==> src/rtl/layer_compositor.sv <==
// Layer compositor: border, platform/pit with hole, power bar and NUM_OBJ sprites into 12-bit VGA, 2-clock latency.
// Optional macro COMPOSITOR_RAND_FLASH_EN: flashing sprites use LFSR colours instead of blinking black.
module layer_compositor #(
   parameter int NUM_OBJ      = 4,
   parameter int OBJ_W        = 16,
   parameter int OBJ_H        = 16,
   parameter int BORDER       = 8,
   parameter int PLAT_Y       = 360,
   parameter int PLAT_H       = 20,
   parameter int BAR_X        = 32,
   parameter int BAR_BASE     = 96,
   parameter int FLASH_FRAMES = 4
) (
   input  logic                    clk,
   input  logic                    rst_n,
   input  logic                    frame_tick,
   input  logic                    video_on,
   input  logic [9:0]              hcount,
   input  logic [9:0]              vcount,
   input  logic [10*NUM_OBJ-1:0]   obj_x,
   input  logic [10*NUM_OBJ-1:0]   obj_y,
   input  logic [NUM_OBJ-1:0]      obj_vis,
   input  logic [NUM_OBJ-1:0]      obj_flash,
   input  logic [12*NUM_OBJ-1:0]   obj_rgb,
   input  logic [9:0]              hole_x,
   input  logic [6:0]              hole_w,
   input  logic [6:0]              bar_level,
   output logic [3:0]              vgaRed,
   output logic [3:0]              vgaGreen,
   output logic [3:0]              vgaBlue,
   output logic                    de_out
);

   localparam int FC_W = (FLASH_FRAMES > 1) ? $clog2(FLASH_FRAMES) : 1;
   localparam logic [10:0] L_BRD_LO   = 11'(BORDER);
   localparam logic [10:0] L_BRD_HR   = 11'(640 - BORDER);
   localparam logic [10:0] L_BRD_VB   = 11'(480 - BORDER);
   localparam logic [10:0] L_PLAT_TOP = 11'(PLAT_Y);
   localparam logic [10:0] L_PLAT_BOT = 11'(PLAT_Y + PLAT_H);
   localparam logic [10:0] L_BAR_X0   = 11'(BAR_X);
   localparam logic [10:0] L_BAR_X1   = 11'(BAR_X + 16);
   localparam logic [10:0] L_BAR_BASE = 11'(BAR_BASE);

   function automatic logic [6:0] clamp_level(input logic [6:0] lvl);
      return (lvl > 7'd64) ? 7'd64 : lvl;
   endfunction

   logic [10*NUM_OBJ-1:0] r_sh_x, r_sh_y;
   logic [12*NUM_OBJ-1:0] r_sh_rgb;
   logic [NUM_OBJ-1:0]    r_sh_vis, r_sh_flash;
   logic [9:0]            r_sh_hx;
   logic [6:0]            r_sh_hw, r_sh_bar;
   logic [FC_W-1:0]       r_fcnt;
   logic                  r_phase;
   logic [11:0]           w_flash_rgb;

   always_ff @(posedge clk or negedge rst_n) begin
      if (!rst_n) begin
         r_sh_x     <= '0;
         r_sh_y     <= '0;
         r_sh_rgb   <= '0;
         r_sh_vis   <= '0;
         r_sh_flash <= '0;
         r_sh_hx    <= '0;
         r_sh_hw    <= '0;
         r_sh_bar   <= '0;
         r_fcnt     <= '0;
         r_phase    <= 1'b0;
      end else if (frame_tick) begin
         r_sh_x     <= obj_x;
         r_sh_y     <= obj_y;
         r_sh_rgb   <= obj_rgb;
         r_sh_vis   <= obj_vis;
         r_sh_flash <= obj_flash;
         r_sh_hx    <= hole_x;
         r_sh_hw    <= hole_w;
         r_sh_bar   <= clamp_level(bar_level);
         if (r_fcnt == FC_W'(FLASH_FRAMES - 1)) begin
            r_fcnt  <= '0;
            r_phase <= ~r_phase;
         end else begin
            r_fcnt  <= r_fcnt + 1'b1;
         end
      end
   end

`ifdef COMPOSITOR_RAND_FLASH_EN
   logic [7:0] r_lfsr;
   always_ff @(posedge clk or negedge rst_n) begin
      if (!rst_n)          r_lfsr <= 8'hA5;
      else if (frame_tick) r_lfsr <= {r_lfsr[6:0], r_lfsr[7] ^ r_lfsr[5] ^ r_lfsr[4] ^ r_lfsr[3]};
   end
   assign w_flash_rgb = {r_lfsr[7:5], 1'b1, r_lfsr[4:2], 1'b1, r_lfsr[1:0], 2'b11};
`else
   assign w_flash_rgb = 12'h000;
`endif

   // Stage 1: geometry hit flags from the shadow state
   logic [10:0]        w_h, w_v;
   logic [9:0]         w_hole_r;
   logic               w_border, w_plat, w_pit, w_in_hole, w_bar;
   logic [NUM_OBJ-1:0] w_obj_hit;

   assign w_h       = {1'b0, hcount};
   assign w_v       = {1'b0, vcount};
   assign w_hole_r  = r_sh_hx + {3'b000, r_sh_hw};
   assign w_border  = (w_h < L_BRD_LO) || (w_h >= L_BRD_HR) || (w_v < L_BRD_LO) || (w_v >= L_BRD_VB);
   assign w_plat    = (w_v >= L_PLAT_TOP) && (w_v < L_PLAT_BOT);
   assign w_pit     = (w_v >= L_PLAT_BOT) && (w_v < L_BRD_VB);
   assign w_in_hole = (r_sh_hw != 7'd0) &&
                      ((w_hole_r > r_sh_hx) ? ((hcount >= r_sh_hx) && (hcount < w_hole_r))
                                            : ((hcount >= r_sh_hx) || (hcount < w_hole_r)));
   // Written as v + level >= base so an empty bar never underflows
   assign w_bar     = (w_h >= L_BAR_X0) && (w_h < L_BAR_X1) && (w_v < L_BAR_BASE) &&
                      ((w_v + {4'b0000, r_sh_bar}) >= L_BAR_BASE);

   always_comb begin
      w_obj_hit = '0;
      for (int i = 0; i < NUM_OBJ; i++) begin
         w_obj_hit[i] = r_sh_vis[i] &&
                        (w_h >= {1'b0, r_sh_x[10*i +: 10]}) &&
                        (w_h <  {1'b0, r_sh_x[10*i +: 10]} + 11'(OBJ_W)) &&
                        (w_v >= {1'b0, r_sh_y[10*i +: 10]}) &&
                        (w_v <  {1'b0, r_sh_y[10*i +: 10]} + 11'(OBJ_H));
      end
   end

   logic               r_border_p1, r_plat_p1, r_pit_p1, r_hole_p1, r_bar_p1, r_vld_p1;
   logic [NUM_OBJ-1:0] r_hit_p1;

   always_ff @(posedge clk or negedge rst_n) begin
      if (!rst_n) begin
         r_border_p1 <= 1'b0;
         r_plat_p1   <= 1'b0;
         r_pit_p1    <= 1'b0;
         r_hole_p1   <= 1'b0;
         r_bar_p1    <= 1'b0;
         r_hit_p1    <= '0;
         r_vld_p1    <= 1'b0;
      end else begin
         r_border_p1 <= w_border;
         r_plat_p1   <= w_plat;
         r_pit_p1    <= w_pit;
         r_hole_p1   <= w_in_hole;
         r_bar_p1    <= w_bar;
         r_hit_p1    <= w_obj_hit;
         r_vld_p1    <= video_on;
      end
   end

   // Stage 2: priority mux into the output registers
   logic        w_obj_any;
   logic [11:0] w_obj_col, w_pix;

   always_comb begin
      w_obj_any = 1'b0;
      w_obj_col = 12'h000;
      for (int i = NUM_OBJ - 1; i >= 0; i--) begin
         if (r_hit_p1[i]) begin
            w_obj_any = 1'b1;
            w_obj_col = (r_sh_flash[i] && r_phase) ? w_flash_rgb : r_sh_rgb[12*i +: 12];
         end
      end
      w_pix = 12'h000;
      if (!r_vld_p1)                     w_pix = 12'h000;
      else if (r_border_p1)              w_pix = 12'hF00;
      else if (w_obj_any)                w_pix = w_obj_col;
      else if (r_bar_p1)                 w_pix = 12'h0F0;
      else if (r_plat_p1 && !r_hole_p1)  w_pix = 12'h0F0;
      else if (r_pit_p1 && !r_hole_p1)   w_pix = 12'h888;
   end

   logic [11:0] r_rgb_p2;
   logic        r_vld_p2;

   always_ff @(posedge clk or negedge rst_n) begin
      if (!rst_n) begin
         r_rgb_p2 <= 12'h000;
         r_vld_p2 <= 1'b0;
      end else begin
         r_rgb_p2 <= w_pix;
         r_vld_p2 <= r_vld_p1;
      end
   end

   assign vgaRed   = r_rgb_p2[11:8];
   assign vgaGreen = r_rgb_p2[7:4];
   assign vgaBlue  = r_rgb_p2[3:0];
   assign de_out   = r_vld_p2;

endmodule
==> config.mk <==
export PLATFORM = sky130hd
export DESIGN_NAME = layer_compositor
export DESIGN_NICKNAME = d
export VERILOG_FILES = /design/src/rtl/layer_compositor.sv
export SDC_FILE = /design/constraint.sdc
export NUM_CORES = 1
export LEC_CHECK = 0
export CAP_MARGIN = 15
export CORE_MARGIN = 2
export CORE_UTILIZATION = 45
export DETAILED_ROUTE_END_ITERATION = 8
export DONT_BUFFER_PORTS = 1
export PLACE_DENSITY = 0.59
export SLEW_MARGIN = 20
export SYNTH_ARGS = -nofsm -noshare
export SYNTH_HDL_FRONTEND = slang
export SYNTH_SLANG_ARGS = --single-unit
==> constraint.sdc <==
create_clock -name clk -period 4.45 [get_ports clk]
set_input_delay 0.89 -clock clk [delete_from_list [all_inputs] [get_ports clk]]
set_output_delay 0.89 -clock clk [all_outputs]
set_load 0.02 [all_outputs]
==> results of run 1 <==
-- cell usage in the layout (no fill, tap or decap), types with 19 or more instances in the layout --
cell type	n
nand3_1	32
a21o_1	19
xnor2_1	39
dfrtp_1	186
mux2_2	74
o21a_1	24
nand2_1	101
o21ai_0	118
ha_1	177
a21oi_1	63
inv_1	114
nor2_1	29
-- metrics by stage --
stage,cell area (um^2),std cells
after floorplan,12000,1220
after global placement,12300,1522
after detailed placement,12300,1522
after CTS,13000,1554
after global routing,13000,1554
final,13000,1554
-- layer usage --
metal | vias up | track usage, % | share of wire, %
met5 | - | 0 | 0.045
met4 | 2 | 3.74 | 0.66
met3 | 13 | 4.35 | 4.9
met2 | 154 | 34.4 | 47
met1 | 4151 | 28.9 | 48
li1 | 4320 | - | -
-- area by class of cell --
type | instances | share of cell area [%]
repair buffers | 1 | 0.0579
inverters | 121 | 3.54
clock buffers | 17 | 3.28
flip-flops and latches | 186 | 35.9
well taps | 335 | 3.23
multi-input cells | 879 | 52.2
clock inverters | 15 | 1.78
-- sequential cells by signal, summed over array words and instances, names as in the netlist, 2 cells and up --
register	cells
r_sh_rgb	48
r_sh_flash	4
r_fcnt	2
r_rgb_p2	12
r_hit_p1	4
r_sh_hw	7
r_sh_x	40
r_sh_vis	4
r_sh_y	40
r_sh_bar	7
r_sh_hx	10
-- worst reg2reg max path: cells and delay by family, from the launching register on --
kind / cells / cell delay (ns)
AOI/OAI and AO/OA: 7 / 1.16
buffers and inverters: 1 / 0.06
and+or+nand+nor: 5 / 0.63
DFF: 1 / 0.42
adders and majority gates: 4 / 1.20
-- power breakdown --
part / leakage, nW / internal, mW / switching, mW
Sequential: 2.25 / 1.85 / 0.117
Combinational: 3.38 / 0.484 / 0.506
Clock: 0.315 / 0.807 / 0.875
-- worst max path at each step --
stage / startpoint / end / slack [ns] / cells past startpoint
global placement: r_sh_hx[0] / r_hole_p1 / 1.04 / 17
detailed placement: r_sh_hx[0] / r_hole_p1 / 0.97 / 17
CTS: r_sh_hx[0] / r_hole_p1 / 0.92 / 17
finish: r_sh_hx[0] / r_hole_p1 / 0.93 / 17
global route: r_sh_hx[0] / r_hole_p1 / 0.58 / 17
floorplan: r_sh_hx[0] / r_hole_p1 / 1.26 / 17
-- cell families after synthesis --
family	synth area share, %
compound gates	16.4
xor+xnor	3.14
fa+ha+maj	18.8
mux	7.03
flops	38.8
buf+inv	4.90
simple gates	11.0
-- synth_stat cells, drive strengths merged (8+ instances only) --
| master | instances | area, um^2 |
|---|---|---|
| a211oi | 10 | 80.1 |
| a21o | 19 | 143 |
| a21oi | 64 | 324 |
| a221oi | 10 | 87.6 |
| and2 | 8 | 50.1 |
| clkbuf | 29 | 109 |
| dfrtp | 186 | 4650 |
| ha | 177 | 2210 |
| inv | 120 | 450 |
| mux2 | 74 | 833 |
| nand2 | 101 | 379 |
| nand2b | 13 | 81.3 |
| nand3 | 32 | 160 |
| nor2 | 29 | 109 |
| nor2b | 15 | 93.8 |
| nor3 | 17 | 106 |
| nor4 | 13 | 87.6 |
| o211ai | 12 | 90.1 |
| o21a | 24 | 180 |
| o21ai | 135 | 676 |
| xnor2 | 39 | 342 |
==> impl_metrics.toml, run 1 <==
[yosys]
syn-instance-count = 1220
synth_async_sr_flop_share_pct = 100
syn-num-nets = 1583
yosys_warnings = 0
synth_enable_flop_cells = 0
postSynthAreaPerCell_um2 = 9.84
number_of_synthesized_register_bits = 186
ys_dominant_reg_cell = "dfrtp_1"
ys_seq_area_share_pct = 38.8
mappedNetlistArea_um2 = 12000
ys_types = 67

[critical_path]
critical_path.endpoint_type = "flip-flop"
critical_path.n_buffers_inverters = 1
critical_path.max_stage_delay_ns = 0.42
reg2reg_from = "r_sh_hx[0]"
critPathMostFrequentCell = "ha_1"
worstPathCellList = "ha_1 -> inv_1 -> fa_1 -> nor2b_1 -> o21ai_0 -> nand2b_1 -> a21oi_1 -> o21bai_1 -> a21oi_1 -> nor2_1 -> ha_1 -> ha_1 -> and4_1 -> a221oi_1 -> nor2_1 -> a311oi_1 -> a21o_1"
worstSetupStartpointType = "flip-flop"
ff2ff_path_depth = 17
reg2reg_slack_ns = 0.93
worst-path-max-fanout = 4
slowest_cell_on_crit_path = "dfrtp_1"
worst_r2r_endpoint = "r_hole_p1"
timing.critical_path.required_ns = 4.83
timing.critical_path.max_delay_family = "adder cells"
critical_path_arrival_ns = 3.91
class_of_the_most_critical_setup_path = "flip-flop to flip-flop"

[clock_network]
cts.path.max_buffers = 2
cts_htree_levels = 4
clock-root-buffer = "clkbuf_16"
clk_pin_slew_ns = 0.09
cts_post_setup_buffers_inserted = 0
cts-resized-gates = 0
post_cts_hold_buffer_count = 0
numCtsBuffers = 17
sink_count = 186
insertion_delay_ns = 0.45
cts_tree = "built"

[placed_design]
buffer_ports.inserted = 0
place_congestion = 0.863
detailed_place_hpwl_mm = 20.6
dpl_worst_slack_ns = 0.972

[sta]
period_needed_ns = 3.52
setup_viol = 0
final_hold_viol_count = 0
fin_setup_tns_ns = 0
grt_setup_unrepaired = "no"
slew_viols_final = 0
max_freq_mhz = 284
post-route-period-util_pct = 79.2
fin_worst_hold_slack_ns = 0.138
max_slew_margin_pct = 32.0
finClkSkew_ns = 0.0181
timing.final.ws_setup_ns = 0.926
worst-slew-pin-transition_ns = 1.02

[min_path]
hold_class = "primary input to async pin"

[finish]
postLayoutCoreUtil_pct = 49.6
antenna_cells_inserted = 0
multi_input_gate_area_um2 = 6760
seqCellArea_um2 = 4650
syn2layout_area_growth_pct = 7.97
finalNetCount = 1569
fillerInstances = 2482
post_route_cells_drive_above_1_share_pct = 10.6

[routing]
detail_route.first_pass.iterations = 7
postRouteWirelength_mm = 28.8
routed_wire_length_per_instance_um = 18.5
post_drt_via_cell_ratio = 5.56
drcViolationCount = 13
final_antenna_net_count = 0
initialDrtViolationCount = 457
vias = 8640

[power]
fin_total_pwr_mw = 4.64
power.static_leakage_nw = 5.95
peakVddDrop_mv = 0.248
power_density_over_the_cells_nw_per_um2 = 358

[global_route]
grt_max_degree = 252
initial_antenna_violation_count = 1
global_route_wire_length_before_repair_mm = 46.3
vias_in_the_first_global_route = 8567
globalRoute.totalOverflow = 0
globalRouteTotalUtil_pct = 20.9

[die]
core_um2 = 26100
row_count = 59
total_i_o_pin_count = 197
floorplan.die.height_um = 167
initial_core_util_pct = 45.9
floorplan.die_area_um2 = 28000
die_x_um = 167

[status]
status = "complete, but fails checks"
violations = "design-rule violations"

[flow_run]
drv.max_cap_violation_count = 0
Power figures use the tool's default switching activity.
==> inputs of run 2 (changes only) <==
==> constraint.sdc (replaced) <==
create_clock -name clk -period 3.28 [get_ports clk]
set_input_delay 0.656 -clock clk [delete_from_list [all_inputs] [get_ports clk]]
set_output_delay 0.656 -clock clk [all_outputs]
set_load 0.02 [all_outputs]
==> impl_metrics.toml, run 2 (synthesis gave the netlist of run 1 again) <==
[status]
status = "complete, but fails checks"
violations = "design-rule violations, negative hold slack"

[global_route]
global_route_wire_length_before_repair_mm = 46.7
initial_antenna_violation_count = 2
globalRoute.totalOverflow = 0
globalRouteTotalUtil_pct = 21.0
grt_max_degree = 252
vias_in_the_first_global_route = 8687

[placed_design]
detailed_place_hpwl_mm = 20.7
numPlacedInstances = 1529
buffer_ports.inserted = 0
place_congestion = 0.824

[sta]
grt_setup_unrepaired = "yes"
max_slew_margin_pct = 53.4
finClkSkew_ns = 0.0220
period_needed_ns = 3.25
worst-slew-pin-transition_ns = 0.696
fin_worst_hold_slack_ns = -0.0860
final_hold_viol_count = 186
max_freq_mhz = 307
setup_viol = 0
post-route-period-util_pct = 99.2
slew_viols_final = 0
fin_setup_tns_ns = 0

[finish]
fillerInstances = 2456
seqCellArea_um2 = 4650
finalNetCount = 1578
multi_input_gate_area_um2 = 6790
regMostFlops = "r_sh_rgb"
post_route_cells_drive_above_1_share_pct = 11.6
final_cell_mix = "186 x dfrtp_1, 175 x ha_1, 117 x o21ai_0"
layout.cells.non_filler = 1564
postLayoutCoreUtil_pct = 49.9
syn2layout_area_growth_pct = 8.72
biggestRegsByFlops = "r_sh_rgb: 48 flops, r_sh_x: 40 flops, r_sh_y: 40 flops"
largest_reg_flops = 48
layout.cells.most_common = "dfrtp_1"

[power]
power_frac_comb_pct = 21.8
power.clock.fraction_pct = 35.9
sw_frac_of_total_pct = 32.1
p_seq_share_pct = 42.3
fin_total_pwr_mw = 6.31
cellInternalPower_mw = 4.29
peakVddDrop_mv = 0.370
p_sw_mw = 2.02
power_density_over_the_cells_nw_per_um2 = 484
power.static_leakage_nw = 5.99

[die]
die_x_um = 167
total_i_o_pin_count = 197
initial_core_util_pct = 45.9
floorplan.die.height_um = 167
row_count = 59
core_um2 = 26100
floorplan.die_area_um2 = 28000

[clock_network]
insertion_delay_ns = 0.45
sink_count = 186
cts_tree = "built"
clock-root-buffer = "clkbuf_16"
cts_htree_levels = 4
numCtsBuffers = 17
clk_pin_slew_ns = 0.08
cts.path.max_buffers = 2

[routing]
postRouteWirelength_mm = 29.0
routed_wire_length_per_instance_um = 18.6
drcViolationCount = 13
post_drt_via_cell_ratio = 5.52
final_antenna_net_count = 0
detail_route.first_pass.iterations = 7
initialDrtViolationCount = 378
vias = 8632

[critical_path]
critical_path_arrival_ns = 3.62
timing.critical_path.required_ns = 3.65
worst-path-max-fanout = 2
class_of_the_most_critical_setup_path = "flip-flop to flip-flop"
slowest_cell_on_crit_path = "dfrtp_1"
critical_path.n_buffers_inverters = 1
worstSetupStartpointType = "flip-flop"
reg2reg_from = "r_sh_hx[0]"
critPathLaunch = "r_sh_hx[0]"
critical_path.max_stage_delay_ns = 0.36
timing.critical_path.max_delay_family = "compound AO/OA/AOI/OAI gates"
critical_path.endpoint_type = "flip-flop"
worstPathCellList = "ha_2 -> inv_2 -> fa_2 -> nor2b_1 -> o21ai_1 -> nand2b_1 -> a21oi_1 -> o21bai_1 -> a21oi_1 -> nor2_1 -> ha_1 -> ha_4 -> a21o_1 -> a221oi_2 -> nor2_1 -> a311oi_1 -> a21o_1"

[flow_run]
drv.max_cap_violation_count = 0

[min_path]
hold_class = "primary input to async pin"
[run 2: worst paths after layout]
path	end	slack (ns)	cells past startpoint
max in group asynchronous	r_sh_y[23]	3.08	0
min reg2reg	r_sh_rgb[2]	0.51	1
max reg2reg	r_hole_p1	0.03	17
min in group clk	r_vld_p1	0.24	0
max	r_hole_p1	0.03	17
min	r_sh_hx[0]	-0.09	0
[run 2: cell type report]
cell class,instances,area share (%)
Clock inverter,15,1.71
Tap cell,335,3.21
Inverter,121,3.52
Clock buffer,17,3.26
Multi-Input combinational cell,879,52.0
Timing Repair Buffer,10,0.575
Sequential cell,186,35.7
Antenna cell,1,0.0192
[run 2: per-stage QoR]
stage	cell area [um^2]	worst slack (ns)
after global placement	12400	0.0441
after floorplan	12000	0.0867
after global routing	13100	-0.192
after CTS	13000	0.00845
final	13100	0.0276
after detailed placement	12400	-0.0309
[run 2: per-layer routing]
layer | global-route usage [%] | routed length [um] | vias to the layer above
li1 | - | - | 4341
met1 | 28.9 | 13900 | 4091
met2 | 34.0 | 13300 | 173
met3 | 4.40 | 1480 | 25
met4 | 5.07 | 319 | 2
met5 | 0 | 13 | -
[run 2: repair_timing]
action | 4_1_cts | 5_1_grt
buffers inserted | 0 | 2
resized for setup | 1 | 6
endpoints found under the setup margin | 1 | 1
pin swaps | 0 | 8
endpoints found under the hold margin | 186 | 186
[run 2: power groups by stage]
| stage | combinational [mW] | clock [mW] | sequential [mW] |
|---|---|---|---|
| after CTS | 1.37 | 2.33 | 2.67 |
| after floorplan | 1.11 | 0 | 2.67 |
| after global placement | 1.31 | 0 | 2.71 |
| final | 1.38 | 2.26 | 2.67 |
| after detailed placement | 1.35 | 0 | 2.72 |
| after global routing | 1.59 | 2.41 | 2.70 |
